--- config.mk ---
export PLATFORM = sky130hd
export DESIGN_NAME = div_unit
export DESIGN_NICKNAME = d
export VERILOG_FILES = /design/src/rtl/div_unit.sv
export SDC_FILE = /design/constraint.sdc
export NUM_CORES = 1
export LEC_CHECK = 0
export CAP_MARGIN = 30
export CORE_ASPECT_RATIO = 1.75
export CORE_MARGIN = 1.5
export CORE_UTILIZATION = 61
export DETAILED_ROUTE_END_ITERATION = 12
export PLACE_DENSITY = 0.93
export SYNTH_ARGS = -nofsm -noshare
export SYNTH_HDL_FRONTEND = slang
export SYNTH_SLANG_ARGS = --single-unit
--- constraint.sdc ---
create_clock -name clk -period 6.1 [get_ports clk]
set_input_delay 0.61 -clock clk [delete_from_list [all_inputs] [get_ports clk]]
set_output_delay 0.61 -clock clk [all_outputs]
set_load 0.05 [all_outputs]
--- src/rtl/div_unit.sv ---
// -----------------------------------------------------------------------------
// div_unit -- 32-bit iterative restoring divider for the EX stage (DIV / DIVU).
// Produces {remainder, quotient} for HI/LO after 33 clock edges.
// Optional feature macro: DIV_ZERO_DETECT_EN
//   defined     : a zero divisor short-cuts through BYZERO and returns 0 after
//                 one edge.
//   not defined : a zero divisor runs the normal iterative path, which yields
//                 quotient all-ones and remainder equal to the dividend.
// -----------------------------------------------------------------------------
module div_unit (
    input  logic        clk,
    input  logic        rst,
    input  logic        start_i,
    input  logic        annul_i,
    input  logic        signed_div_i,
    input  logic [31:0] opdata1_i,
    input  logic [31:0] opdata2_i,
    output logic [63:0] result_o,
    output logic        ready_o,
    output logic        stallreq_o
);

    typedef enum logic [1:0] {
        S_FREE   = 2'd0,
`ifdef DIV_ZERO_DETECT_EN
        S_BYZERO = 2'd1,
`endif
        S_ON     = 2'd2,
        S_END    = 2'd3
    } state_t;

    state_t      state_q, state_d;
    logic [5:0]  cnt_q, cnt_d;
    logic [64:0] work_q, work_d;        // {rem[32:0], quot[31:0]}
    logic [31:0] divisor_q, divisor_d;
    logic        neg_quot_q, neg_quot_d;
    logic        neg_rem_q, neg_rem_d;
    logic [63:0] result_q, result_d;
    logic        ready_q, ready_d;

    logic [64:0] shifted_s;
    logic [33:0] trial_s;
    logic [31:0] quot_fix_s;
    logic [31:0] rem_fix_s;

    // Magnitude of a 32-bit operand; 0x80000000 wraps to itself, which still
    // reads correctly as an unsigned magnitude.
    function automatic logic [31:0] abs32(input logic [31:0] v, input logic en);
        logic [31:0] r;
        if (en && v[31]) begin
            r = ~v + 32'd1;
        end else begin
            r = v;
        end
        return r;
    endfunction

    // Two's-complement negate when requested (sign fix-up of the result).
    function automatic logic [31:0] neg_if(input logic [31:0] v, input logic en);
        logic [31:0] r;
        if (en) begin
            r = ~v + 32'd1;
        end else begin
            r = v;
        end
        return r;
    endfunction

    // State and datapath registers, synchronous active-high reset.
    always_ff @(posedge clk) begin
        if (rst) begin
            state_q    <= S_FREE;
            cnt_q      <= 6'd0;
            work_q     <= 65'd0;
            divisor_q  <= 32'd0;
            neg_quot_q <= 1'b0;
            neg_rem_q  <= 1'b0;
            result_q   <= 64'd0;
            ready_q    <= 1'b0;
        end else begin
            state_q    <= state_d;
            cnt_q      <= cnt_d;
            work_q     <= work_d;
            divisor_q  <= divisor_d;
            neg_quot_q <= neg_quot_d;
            neg_rem_q  <= neg_rem_d;
            result_q   <= result_d;
            ready_q    <= ready_d;
        end
    end

    // Next-state, restoring iteration step and sign fix-up.
    always_comb begin
        state_d    = state_q;
        cnt_d      = cnt_q;
        work_d     = work_q;
        divisor_d  = divisor_q;
        neg_quot_d = neg_quot_q;
        neg_rem_d  = neg_rem_q;
        result_d   = result_q;
        ready_d    = ready_q;

        shifted_s  = work_q << 1;
        trial_s    = {1'b0, shifted_s[64:32]} - {2'b00, divisor_q};
        quot_fix_s = neg_if(work_q[31:0], neg_quot_q);
        rem_fix_s  = neg_if(work_q[63:32], neg_rem_q);

        case (state_q)
            S_FREE: begin
                result_d = 64'd0;
                ready_d  = 1'b0;
                if (start_i && !annul_i) begin
                    work_d     = {33'd0, abs32(opdata1_i, signed_div_i)};
                    divisor_d  = abs32(opdata2_i, signed_div_i);
                    neg_quot_d = signed_div_i & (opdata1_i[31] ^ opdata2_i[31]);
                    neg_rem_d  = signed_div_i & opdata1_i[31];
                    cnt_d      = 6'd0;
`ifdef DIV_ZERO_DETECT_EN
                    if (opdata2_i == 32'd0) begin
                        state_d = S_BYZERO;
                    end else begin
                        state_d = S_ON;
                    end
`else
                    state_d    = S_ON;
`endif
                end else begin
                    state_d = S_FREE;
                end
            end
`ifdef DIV_ZERO_DETECT_EN
            S_BYZERO: begin
                if (annul_i) begin
                    state_d  = S_FREE;
                    cnt_d    = 6'd0;
                    result_d = 64'd0;
                    ready_d  = 1'b0;
                end else begin
                    state_d  = S_END;
                    result_d = 64'd0;
                    ready_d  = 1'b1;
                end
            end
`endif
            S_ON: begin
                if (annul_i) begin
                    state_d  = S_FREE;
                    cnt_d    = 6'd0;
                    result_d = 64'd0;
                    ready_d  = 1'b0;
                end else if (cnt_q != 6'd32) begin
                    // Keep the trial difference only when it did not borrow.
                    if (!trial_s[33]) begin
                        work_d = {trial_s[32:0], shifted_s[31:0]} | 65'd1;
                    end else begin
                        work_d = shifted_s;
                    end
                    cnt_d = cnt_q + 6'd1;
                end else begin
                    result_d = {rem_fix_s, quot_fix_s};
                    ready_d  = 1'b1;
                    state_d  = S_END;
                end
            end
            S_END: begin
                if (!start_i || annul_i) begin
                    state_d  = S_FREE;
                    result_d = 64'd0;
                    ready_d  = 1'b0;
                end else begin
                    state_d = S_END;
                end
            end
            default: begin
                state_d  = S_FREE;
                cnt_d    = 6'd0;
                result_d = 64'd0;
                ready_d  = 1'b0;
            end
        endcase
    end

    assign result_o   = result_q;
    assign ready_o    = ready_q;
    assign stallreq_o = start_i & ~ready_q;

endmodule

Yosys cells after proc, flatten, opt, wreduce, memory -nomap -nowiden

Index checks and enable logic that the tools add are counted.

Flip-flop bits (word level): 171
Word-level logic and storage cells: 71

Mux-type cells: 26
Add/subtract/negate cells: 6
Equal/unequal tests: 9
Bitwise logic cells: 10
Reduce and logical (&&, ||, !) cells: 12

Operators with widths:

| operator                                       | count |
|---|---|
| two-way mux 64 bit                             | 7 |
| case mux 64 bit (2 select lines)               | 2 |
| adder 32 x 1 -> 32 bit (second input constant) | 4 |
| two-way mux 32 bit                             | 4 |
| NOT 32 bit                                     | 4 |
| subtractor 33 x 32 -> 34 bit                   | 1 |
| two-way mux 6 bit                              | 3 |
| case mux 6 bit (3 select lines)                | 1 |
| two-way mux 2 bit                              | 4 |
| inequality test 2 bit (second input constant)  | 4 |
| adder 6 x 1 -> 6 bit (second input constant)   | 1 |
| inequality test 3 bit (second input constant)  | 2 |
| inequality test 6 bit (second input constant)  | 1 |
| case mux 2 bit (3 select lines)                | 1 |
| equality test 2 bit (second input constant)    | 2 |
| AND reduction 2 bit                            | 2 |
| AND reduction 4 bit                            | 1 |
| bitwise AND 1 bit                              | 3 |
| logical AND 1 bit                              | 3 |
| two-way mux 1 bit                              | 3 |
| AND reduction 3 bit                            | 1 |
| logical NOT 1 bit                              | 2 |
| logical NOT 2 bit                              | 1 |
| NOT 1 bit                                      | 2 |
| 4 further kinds                                | 4 |

Logic depth before layout (Yosys ltp)

Gate-level depths: netlist of the first run.

Word-level depth: 6
Mapped depth: 14
Mapped depth without buffers: 13

Worst setup path after synthesis of the first run

OpenSTA, ideal clock, no wires.

Kind: register to register
Start point: register work_q[34]
End point: register result_q[61], in the netlist result_o[61]
Slack: 2.795 ns
Data required time: 5.983 ns
Arrival: 3.188 ns
Cell stages (with the launch flop): 10
Buffers on the path: 0
Period minus slack after synthesis: 3.305 ns
Setup time: 0.117 ns
Cell sequence: dfxtp_1 > or3_4 > or4_4 > or3b_1 > or3_4 > or3_4 > or4_4 > o41ai_4 > xnor2_1 > a22o_1

Word-level cells in the longest chain between the ends: 6

RTL lines:

| item                             | line | text |
|---|---|---|
| start: declaration               | 34   | `logic [64:0] work_q, work_d;` |
| start signal: assignment         | 83   | `work_q <= work_d;` |
| NOT 32 bit                       | 62   | `r = ~v + 32'd1;` |
| adder 32 x 1 -> 32 bit           | 62   |  |
| two-way mux 32 bit               | 61   | `if (en) begin` |
| two-way mux 64 bit               | 151  | `end else if (cnt_q != 6'd32) begin` |
| two-way mux 64 bit               | 146  | `if (annul_i) begin` |
| case mux 64 bit (2 select lines) | 108  | `case (state_q)` |
| end signal: assignment           | 87   | `result_q <= result_d;` |
| end: declaration                 | 38   | `logic [63:0] result_q, result_d;` |

No other way between the ends. The select of a mux whose other input is x is not followed.
A chain may end at the register's enable or synchronous reset.

Worst setup path in the final report of the first run

Start point: register work_q[32]
End point: register work_q[59]

Word-level cells in the longest chain between the ends: 5

RTL lines:

| item                             | line | text |
|---|---|---|
| subtractor 33 x 32 -> 34 bit     | 104  | `trial_s = {1'b0, shifted_s[64:32]} - {2'b00, divisor_q};` |
| two-way mux 64 bit               | 153  | `if (!trial_s[33]) begin` |
| two-way mux 64 bit               | 151  |  |
| two-way mux 64 bit               | 146  |  |
| case mux 64 bit (2 select lines) | 108  |  |

No other way between the ends. The select of a mux whose other input is x is not followed.

==> results of run 1 <==
-- worst max-delay path by stage --
stage,to,slack (ns),cells past startpoint
2_1_floorplan,result_o[61],2.80,9
3_3_place_gp,work_q[28],2.09,10
3_5_place_dp,work_q[28],1.94,10
4_1_cts,work_q[59],2.36,11
5_1_grt,work_q[28],2.00,10
6_report,work_q[59],2.27,11
-- sequential cells by signal, summed over array words and instances (netlist names) --
| register | flops |
|---|---|
| result_o | 64 |
| work_q | 64 |
| divisor_q | 32 |
| cnt_q | 6 |
| state_q | 2 |
| neg_quot_q | 1 |
| neg_rem_q | 1 |
| ready_o | 1 |
-- metrics by stage --
| stage | hold WS, ns | instance area, µm² | utilization (%) | worst slack [ns] |
|---|---|---|---|---|
| 3_3_place_gp | 0.443 | 12000 | 70.6 | 2.09 |
| 2_1_floorplan | 0.432 | 10500 | - | 2.80 |
| 6_report | 0.466 | 12600 | 74.3 | 2.27 |
| 5_1_grt | 0.493 | 12600 | 74.3 | 2.00 |
| 4_1_cts | 0.467 | 12600 | 74.3 | 2.36 |
| 3_5_place_dp | 0.458 | 12000 | 70.9 | 1.94 |
-- worst max-delay path, delay by kind of cell, from the launching register on --
family / cells / cell delay (ns)
flops: 1 / 0.53
fa+ha+maj: 1 / 0.29
compound gates: 6 / 1.22
buf+inv: 1 / 0.52
simple gates: 3 / 1.14
-- final cells by class --
| type | count | area [µm²] |
|---|---|---|
| inverter | 56 | 210 |
| clock buffer | 17 | 425 |
| clock inverter | 15 | 151 |
| sequential | 171 | 3420 |
| timing repair buffer | 148 | 1460 |
| fill | 1246 | 4350 |
| tap | 227 | 284 |
| multi-input combinational | 1048 | 6640 |
-- layer usage --
layer	up-vias	wire length [µm]	GRT usage, %
met2	477	16800	65.0
li1	5013	-	-
met4	0	2540	26.5
met5	-	0	0
met1	5027	10400	34.1
met3	177	1460	6.00
-- power breakdown --
group | internal (mW) | switching, mW
Clock | 0.546 | 0.522
Combinational | 0.207 | 0.301
Sequential | 1.15 | 0.0369
-- placed cells by master, fill, tap and decap left out, types with 5 or more instances in the layout --
master,n
a21o_1,12
o21ai_0,90
a21oi_1,104
a311oi_1,5
xnor2_1,93
o31ai_1,23
buf_4,11
o21bai_1,6
nand4_1,10
a31oi_1,14
dfxtp_1,171
nand3_1,21
a22o_1,25
o41ai_1,15
xor2_1,52
o211ai_1,8
nand2_1,135
or4_1,14
o21ai_1,8
nor2_1,151
ha_1,38
nand2b_1,9
clkbuf_16,17
and2_1,6
clkdlybuf4s50_1,133
inv_6,5
mux2i_1,13
a22oi_1,43
nor4_1,10
nor3_1,17
inv_1,56
or3_1,18
nor2b_1,11
a211oi_1,40
and3_1,6
-- kinds of logic after synthesis --
kind of cell | synth area share [%]
DFF | 32.5
AOI/OAI and AO/OA | 25.5
and+or+nand+nor | 19.2
buffers and inverters | 4.84
xor gates and xnor gates | 12.0
muxes | 1.23
adders and majority gates | 4.70
==> flow_summary_export.csv, run 1 <==
group,metric,value,unit
grt,grt_pass1_wl,50200,µm
grt,overflow,0,
power,power.total,2.76,mW
floorplanning,num_rows,63,
route,drt_iter0_markers,661,
timing,hold_viol,0,
cts,clk_pin_slew_worst_paths,0.07,ns
logic_synthesis,yosysMostFrequentCell,"dfxtp_1",
floorplanning,initial_core_util,62.2,%
logic_synthesis,netlist.area_leader.share,32.5,%
timing,skew,0.0110,ns
timing,fmax,261,MHz
grt,track_usage,35.4,%
cts,h-tree-depth,4,
timing,grt_setup_unrepaired,"false",
placement,dp_cells,1649,
power,peakVddDrop,0.164,mV
power,p_per_area,219,mW/mm²
cts,cts_tree,"built",
cts,cts_resized,0,
floorplanning,coreArea,0.0169,mm²
route,num_vias,10700,
logic_synthesis,netlist_instances,1355,
final_layout,final_nets,1550,
critical_path,r2r-start,"work_q[32]",
critical_path,cp_cell_sequence,"ha_1 > nor2b_1 > o31a_1 > o21ai_0 > a211oi_1 > o21ai_1 > nand4_1 > buf_4 > nand2_1 > a21oi_1 > a221o_1",
worst_hold_path,worstHoldStart,"divisor_q[31]",
logic_synthesis,yosys_most_used_dff,"dfxtp_1",
worst_hold_path,whs_path_depth,2,
power,p_leak,4.79,nW
timing,final-max-slew-violation-count,0,
grt,grt_max_degree,70,
critical_path,slowest_stage,"nand4_1",
final_layout,area_growth,19.4,%
floorplanning,pin_count,135,
logic_synthesis,synth_area_leader_cell,"dfxtp_1",
floorplanning,fp.dieW,102,µm
route,avgViaCountPerCell,6.36,
critical_path,critPathMaxStageDelay,0.66,ns
critical_path,reg2reg_depth,11,
timing,finalCriticalPeriod,3.83,ns
cts,cts_sinks,171,
logic_synthesis,synthTopCellsByArea,"dfxtp_1, xnor2_1, nor2_1",
logic_synthesis,yosys_warnings,0,
critical_path,cp_max_fo,24,
critical_path,startpoint,"work_q[32]",
final_layout,fin_cells,1682,
route,drc,0,
placement,dp.final_hpwl,23000,µm
placement,io_buffers,134,
cts,clkLatencyLatePin,0.44,ns
floorplanning,die_area,0.0181,mm²
logic_synthesis,synthTopCellsByCount,"dfxtp_1, nor2_1, nand2_1",
critical_path,crit_required,6.42,ns
timing,worst_pin_slew,1.03,ns
timing,slew_headroom,30.4,%
timing,finalSetupTns,0,ns
critical_path,critPathCaptureType,"register",
timing,finalSetupViolCount,0,
critical_path,path_class,"register to register",
logic_synthesis,ys_seq_area_share,32.5,%
logic_synthesis,synth_seq_cells,171,
cts,post_cts_buffers,0,
cts,cts_made_buffers,17,
logic_synthesis,syn-num-nets,1463,
final_layout,diodes,0,
route,wl_per_cell,18.5,µm
logic_synthesis,synth-edff-count,0,
placement,routabilityCongestion,1.00,
route,dr.pass1.iters,6,
critical_path,reg2reg_slack,2.27,ns
logic_synthesis,netlist_area,0.0105,mm²
status,status,"completed",
route,detail-route-antenna-nets,0,
timing,finalCritPeriodShare,62.8,%
final_layout,drive_gt1_share,4.54,%
logic_synthesis,synth_area_per_cell,7.78,µm²
grt,grt_pass1_vias,10500,
worst_hold_path,whs_endpoint,"divisor_q[31]",
cts,cts_hold_buf,0,
logic_synthesis,yosys.cell_types.count,55,
critical_path,rr_endpoint,"work_q[59]",
critical_path,startpoint_type,"register",
cts,cts_root_buffer,"clkbuf_16",
critical_path,critPathArrivalTime,4.15,ns
cts,clockBufferDepth,2,
logic_synthesis,async_flop_share,0,%
route,wirelength,31200,µm
grt,antenna_found_initial,0,
floorplanning,die_height,177,µm
worst_hold_path,hold_path.class,"register to register",
job,maxCapViolations,0,
Power figures use the tool's default switching activity.
==> inputs of run 2 (changes only) <==
- CORE_UTILIZATION: 61 -> 51
- PLACE_DENSITY: 0.93 -> 0.83
- clock period: 6.1 -> 3.25 ns (I/O delays scaled with it)
==> run 2 against run 1 <==
Highest routed layer unchanged. Worst hold slack got worse by 0.11 ns. Critical endpoint is now result_o[61]. Clock skew rose by 0.0057 ns. Non-clock buffer count rose by 54. The flow now finishes with violations (negative setup slack). Design area is 3.7% higher. Wire length is 0.64% lower. Combinational power increased by 90%. First-iteration DRC count is 18% lower. Global-route usage fell by 7.2 points. Sequential cell count is the same. Critical path depth is 2 lower. Largest cell class unchanged.
==> flow_summary_export.csv, run 2 (synthesis gave the netlist of run 1 again) <==
group,metric,value,unit
floorplanning,pin_count,135,
cts,post_cts_buffers,0,
grt,grt_max_degree,69,
final_layout,drive_gt1_share,8.15,%
grt,track_usage,28.2,%
final_layout,final_nets,1604,
final_layout,area_growth,23.9,%
timing,grt_setup_unrepaired,"true",
power,p_comb_share,18.8,%
status,violations,"negative setup slack",
floorplanning,coreArea,0.0203,mm²
route,drc,0,
floorplanning,fp.dieW,112,µm
floorplanning,die_height,193,µm
cts,cts_tree,"built",
final_layout,utilization,64.4,%
cts,clkLatencyLatePin,0.45,ns
grt,grt_pass1_vias,10300,
placement,routabilityCongestion,1.00,
floorplanning,initial_core_util,52.0,%
power,p_int,3.59,mW
timing,finalCriticalPeriod,3.36,ns
power,peakVddDrop,0.326,mV
route,wirelength,31000,µm
timing,final-max-slew-violation-count,0,
cts,cts_made_buffers,17,
critical_path,critPathArrivalTime,3.70,ns
grt,grt_pass1_wl,49000,µm
cts,clk_pin_slew_worst_paths,0.07,ns
timing,skew,0.0166,ns
route,dr.pass1.iters,5,
power,switching_share,30.6,%
route,detail-route-antenna-nets,0,
cts,cts_sinks,171,
power,p_seq_share,42.9,%
critical_path,path_class,"register to register",
route,drt_iter0_markers,541,
cts,h-tree-depth,4,
timing,finalCritPeriodShare,103,%
timing,hold_slack,0.360,ns
placement,dp_cells,1725,
timing,hold_viol,0,
power,p_switching,1.58,mW
timing,finalSetupViolCount,2,
power,p_per_area,396,mW/mm²
timing,finalSetupTns,-0.158,ns
route,num_vias,10500,
final_layout,fin_cells,1758,
grt,antenna_found_initial,1,
timing,fmax,298,MHz
critical_path,crit_required,3.59,ns
final_layout,layout_commonest_cell,"dfxtp_1",
final_layout,layout_common_cells,"dfxtp_1, nor2_1, nand2_1",
final_layout,fillers,1720,
power,p_leak,5.05,nW
floorplanning,die_area,0.0216,mm²
critical_path,critPathCaptureType,"register",
route,wl_per_cell,17.6,µm
placement,pre_cts_ws,-0.269,ns
floorplanning,num_rows,69,
timing,fin_ws,-0.111,ns
critical_path,cp_max_fo,3,
grt,overflow,0,
timing,slew_headroom,53.0,%
worst_hold_path,hold_path.class,"input pin to register",
placement,io_buffers,134,
timing,worst_pin_slew,0.688,ns
critical_path,startpoint_type,"register",
cts,cts_hold_buf,0,
route,avgViaCountPerCell,5.96,
job,maxCapViolations,0,
status,status,"finished, violations left",
power,clkPwrFrac,38.3,%
cts,clockBufferDepth,2,
cts,cts_root_buffer,"clkbuf_16",
placement,dp.final_hpwl,23900,µm
==> run 2: cell types whose count changed in the layout (fill, tap and decap cells not counted), sizes merged <==
| cell | delta |
|---|---|
| diode | +1 |
| clkinv | +1 |
| buf | +54 |
| clkinvlp | +2 |
| inv | -3 |
==> run 2: power groups by stage <==
stage                     Sequential [mW]  Combinational (mW)  Clock, mW
after CTS                            2.22               0.963       2.01
after global placement               2.26               0.932          0
after global routing                 2.23                1.06       2.09
final                                2.22               0.969       1.98
after detailed placement             2.26               0.954          0
after floorplan                      2.24               0.648          0
==> run 2: through the flow <==
stage	power [mW]	instance area, µm²
finish	5.17	13100
global route	5.37	13100
CTS	5.19	13100
detailed placement	3.22	12500
global placement	3.20	12400
floorplan	2.89	10500
==> run 2: repair_timing <==
action                     4_1_cts  5_1_grt
gates resized for setup          0        2
pin swaps                        0        0
setup endpoints to repair        2        5
==> run 2: cell type report <==
cell class | instances | area [µm²] | share of cell area [%]
flip-flops and latches | 171 | 3420 | 26.2
diodes | 1 | 2.50 | 0.0192
inverters | 56 | 210 | 1.61
clock inverters | 15 | 155 | 1.19
repair buffers | 202 | 1890 | 14.5
multi-input cells | 1048 | 6640 | 50.9
well taps | 248 | 310 | 2.38
clock buffers | 17 | 425 | 3.26
==> run 2: worst paths after layout <==
check / from / endpoint / slack (ns) / depth (start not counted)
worst max-delay path: work_q[34] / result_o[61] / -0.11 / 9
worst min-delay path: rst / cnt_q[1] / 0.36 / 2
worst max register to register: work_q[34] / result_o[61] / -0.11 / 9
worst min register to register: divisor_q[30] / divisor_q[30] / 0.45 / 2
==> run 2: worst max-delay path: stages, from the launching register on <==
cell,delay [ns]
dfxtp_2,0.32
or3_4,0.38
or4_4,0.42
or3b_4,0.41
or3_4,0.35
or3_4,0.34
or4_4,0.47
o41ai_4,0.23
xnor2_1,0.12
a22o_1,0.20
==> run 2: layer usage <==
layer	routed length (µm)	GRT usage [%]	share of wire, %	vias up
li1	-	-	-	5126
met4	2330	22.3	7.5	0
met3	1100	3.70	3.6	135
met5	0	0	0	-
met2	17200	54.8	55	323
met1	10400	25.4	34	4901
